File: src/rtl/instr_mem_pkg.sv
// Shared constants and types for the fetch-stage instruction store.
package instr_mem_pkg;
    localparam int INSTR_DATA_W = 32;
    localparam int INSTR_ADDR_W = 5;
    localparam int INSTR_DEPTH  = 32;

    typedef logic [INSTR_DATA_W-1:0] instr_word_t;
    typedef logic [INSTR_ADDR_W-1:0] instr_addr_t;
endpackage

File: src/rtl/instr_mem_parity.sv
// Even-parity generator for write data and checker for the addressed read word.
module instr_mem_parity #(
    parameter int DATA_W = 32
) (
    input  logic [DATA_W-1:0] wr_data,
    input  logic [DATA_W-1:0] rd_data,
    input  logic              rd_parity,
    output logic              wr_parity,
    output logic              parity_err
);
    assign wr_parity  = ^wr_data;
    assign parity_err = ^{rd_data, rd_parity};
endmodule

File: src/rtl/instruction_memory.sv
// 32x32 register-file instruction store: synchronous write, combinational read.
// Optional stored even parity with o_parity_err when INSTR_MEM_PARITY_EN is defined.
module instruction_memory
    import instr_mem_pkg::*;
#(
    parameter int DATA_W = INSTR_DATA_W,
    parameter int ADDR_W = INSTR_ADDR_W,
    parameter int DEPTH  = INSTR_DEPTH
) (
    input  logic              clk,
    input  logic              rst,
    input  logic [ADDR_W-1:0] i_addr,
    input  logic              i_wr_en,
    input  logic [DATA_W-1:0] i_data,
    output logic [DATA_W-1:0] o_data
`ifdef INSTR_MEM_PARITY_EN
    ,
    output logic              o_parity_err
`endif
);
    logic [DATA_W-1:0] mem [DEPTH];

    // An unknown enable falls to the non-write branch, so memory is never corrupted.
    always_ff @(posedge clk) begin
        if (rst) begin
            for (int i = 0; i < DEPTH; i++) mem[i] <= '0;
        end else begin
            assert (!$isunknown(i_wr_en));
            if (i_wr_en == 1'b1) mem[i_addr] <= i_data;
        end
    end

    assign o_data = mem[i_addr];

`ifdef INSTR_MEM_PARITY_EN
    logic parity_mem [DEPTH];
    logic wr_parity;

    instr_mem_parity #(.DATA_W(DATA_W)) u_parity (
        .wr_data    (i_data),
        .rd_data    (mem[i_addr]),
        .rd_parity  (parity_mem[i_addr]),
        .wr_parity  (wr_parity),
        .parity_err (o_parity_err)
    );

    always_ff @(posedge clk) begin
        if (rst) begin
            for (int i = 0; i < DEPTH; i++) parity_mem[i] <= 1'b0;
        end else if (i_wr_en == 1'b1) begin
            parity_mem[i_addr] <= wr_parity;
        end
    end
`endif
endmodule

File: config.mk
export PLATFORM = sky130hd
export DESIGN_NAME = instruction_memory
export DESIGN_NICKNAME = d
export VERILOG_FILES = /design/src/rtl/instr_mem_pkg.sv /design/src/rtl/instr_mem_parity.sv /design/src/rtl/instruction_memory.sv
export SDC_FILE = /design/constraint.sdc
export NUM_CORES = 1
export LEC_CHECK = 0
export BUFFER_PORTS_ARGS = -buffer_cell sky130_fd_sc_hd__buf_2
export CORE_MARGIN = 5
export CORE_UTILIZATION = 65
export CTS_CLUSTER_DIAMETER = 120
export DETAILED_ROUTE_END_ITERATION = 6
export PLACE_DENSITY = 0.9
export SYNTH_ARGS = -nofsm -noshare
export SYNTH_HDL_FRONTEND = slang
export SYNTH_SLANG_ARGS = --single-unit
File: constraint.sdc
create_clock -name clk -period 2.9 [get_ports clk]
set_clock_uncertainty 0.05 [all_clocks]
set_input_delay 0.29 -clock clk [delete_from_list [all_inputs] [get_ports clk]]
set_output_delay 0.29 -clock clk [all_outputs]
set_load 0.005 [all_outputs]
==> summary.txt <==
Run status
  – Outcome: complete, no violations

Route
  – Pre-antenna DRT Iters: 6
  – Post-route ant nets: 0
  – Vias: between 20000 and 30000
  – Drc violations: 0
  – Drt wl/cell: 29.5 microns
  – Final wirelength: roughly 130000 microns
  – DRT iter0 DRCs: 4455
  – Vias/cell: 6.75

Synth
  – Adder-cell area share of the yosys netlist: 0%
  – Yosys warns: 0
  – Register bit total from synthesis: around 1000
  – Main combinational cell family by area after synthesis: simple AND/OR/NAND/NOR gates
  – Synth Area in Simple Gates: 16.2%
  – Prevailing post-synth register cell: edfxtp_1
  – Post-synth EDFFs: slightly above 1000
  – Synthesized net count: 3367
  – Post-Synth XOR/XNOR Area: 0%
  – Post-Syn Instances: roughly 3300
  – Mux share of post-synthesis cell area: between 10% and 20%
  – Yosys cell types: 32
  – Syn Area/Cell: between 10 and 15 sq um
  – Compound-Gate Fraction of Synth Area: ~3.6%
  – Seq/Total Area, Yosys: 66.0%
  – Asr flop ratio synth: 0%
  – Post-synthesis instance area: around 0.047 sq mm

Timing
  – Fin. max-slew vios: 0
  – Final period utilization: 99.1%
  – Post-route minimum period: approximately 2.9 ns
  – Worst rel slew slack: approximately an eighth
  – Fmax: around 350 MHz
  – Final setup fails: 0
  – Total negative slack: 0 ns
  – Hold Vio Cnt, Final: 0
  – Unrepaired setup endpoints after global routing: no
  – Worst-Margin Slew: approximately 1.3 ns

Finish
  – Area Growth Syn to Fin: 10.2%
  – FILL cells: roughly 4100
  – Largest registers: mem: 1024 flops
  – Post-route core utilization: around 72%
  – Biggest register: mem
  – Number of flip-flops in the largest register: just over 1000
  – Final Cell Area: between 0.05 and 0.06 sq mm
  – Most frequent cells in the layout: and2_1 (1024), edfxtp_1 (1024), mux2i_1 (512), o22ai_1 (241), buf_4 (110)
  – Share of layout cells above drive strength 1: roughly 13%
  – Layout net count: 3362

CTS
  – # hold bufs at CTS: 0
  – CTS tree: done
  – Clk root buf: clkbuf_16
  – CTS H-tree depth: 3
  – Post-CTS Setup Bufs: 0
  – Sink Count: approximately 1000
  – CTS buffer count: 99
  – Clock-pin slew on the worst setup and hold paths: around 0.070 ns
  – CTS resizes: 0
  – Clock tree buffer depth: 3

Floorplanning
  – Die area: between 0.07 and 0.08 sq mm
  – Die height: 278 microns
  – Rows: 98
  – Area of the core: 0.0712 sq mm
  – Initial core utilization: ~65%
  – # IOs: between 70 and 80
  – Die Span X: about 280 microns

Placed design
  – HPWL after DPL: roughly 71000 microns
  – Port bufs: 71
  – GPL Wtd Cong: a little under 0.9
  – Placed Instance Area: approximately 0.048 sq mm

Flow run
  – Max Cap Viol: 0

Worst setup path
  – Worst path arrival time: ~2.5 ns
  – Crit Path Class: in -> out
  – CP Launch Type: primary input
  – Worst-path fanout max: 24
  – Endpoint class of the critical path: primary output
  – Worst EP required: between 2 and 3 ns

GRT
  – Grt total ovfl: 0
  – Pin count of the biggest net entering global routing: 41
  – Tot GR Track Use: approximately 33%
  – First-pass GRT wire length: approximately 190000 microns
  – Vias in the first global route: 30500
  – Initial antenna violation count: 9

Power and ir drop
  – PwrDens: about 620 mW/mm^2
  – Leakage: about 19 nW
  – Worst IR drop on VDD: ~0.0007 V

Min path
  – Hold WC Path Type: in -> reg
-- critical path, stage by stage --
cell and delay (ns):
buf_2 0.36, nand4b_1 0.38, buf_4 0.42, o22ai_1 0.15, nor4_1 0.58, nand2_1 0.16, buf_2 0.16
-- cells in the mapped netlist (9+ instances only) --
cell type | number | area [sq um]
and2_1 | 1024 | 6410
clkbuf_1 | 189 | 709
o22ai_2 | 15 | 188
o22ai_1 | 241 | 1510
nand2_1 | 34 | 128
buf_4 | 9 | 67.6
mux2i_1 | 512 | 5120
nor2_1 | 25 | 93.8
or2_2 | 32 | 200
nor4_1 | 64 | 400
buf_2 | 90 | 450
clkbuf_2 | 27 | 135
edfxtp_1 | 1024 | 30700
-- per-layer routing --
layer / track usage [%] / up-vias / share of wire, %
met5: 0 / - / 0.033
met4: 17.8 / 6 / 6.4
met3: 9.37 / 593 / 14
met2: 52.1 / 2435 / 47
met1: 41.3 / 14300 / 32
li1: - / 12100 / -
-- where the power goes --
part | switching (mW) | total (mW) | internal (mW)
Clock | 5.48 | 12.3 | 6.85
Combinational | 1.59 | 2.37 | 0.782
Sequential | 0.252 | 17.3 | 17.1
Total | 7.32 | 32.0 | 24.7
-- metrics by stage --
stage / total power, mW / cells / hold WS (ns) / worst slack, ns
after global routing: 32.8 / 4350 / 0.227 / 0.0169
after detailed placement: 19.9 / 4171 / 0.881 / 0.131
after floorplan: 18.8 / 3327 / 0.438 / 0.848
after global placement: 19.7 / 4171 / 0.859 / 0.236
after CTS: 31.9 / 4347 / 0.177 / 0.0720
final: 32.0 / 4353 / 0.215 / 0.0255
-- kinds of logic (layout without fill, tap and decap cells) --
logic type,count (synthesis),in the layout
AND/OR/NAND/NOR,1214,1214
flip-flops,1024,1024
multiplexers,512,512
buffers and inverters,321,391
AO/OA/AOI/OAI,256,256
other,0,6
-- layout make-up --
cell class / count / area, sq um / area share [%]
timing repair buffer: 215 / 1870 / 3.65
tap: 950 / 1190 / 2.32
antenna: 6 / 15.0 / 0.0293
clock inverter: 53 / 425 / 0.829
multi-input combinational: 1982 / 14500 / 28.2
clock buffer: 123 / 2590 / 5.04
sequential: 1024 / 30700 / 59.9
-- path summary, 6_finish.rpt --
kind / slack (ns) / cells after the start / to / startpoint
worst max-delay path: 0.03 / 7 / o_data[17] / i_addr[4]
worst min-delay path: 0.21 / 2 / mem[23][2] / i_data[2]
Note: power is estimated with default switching activity, not from simulation.
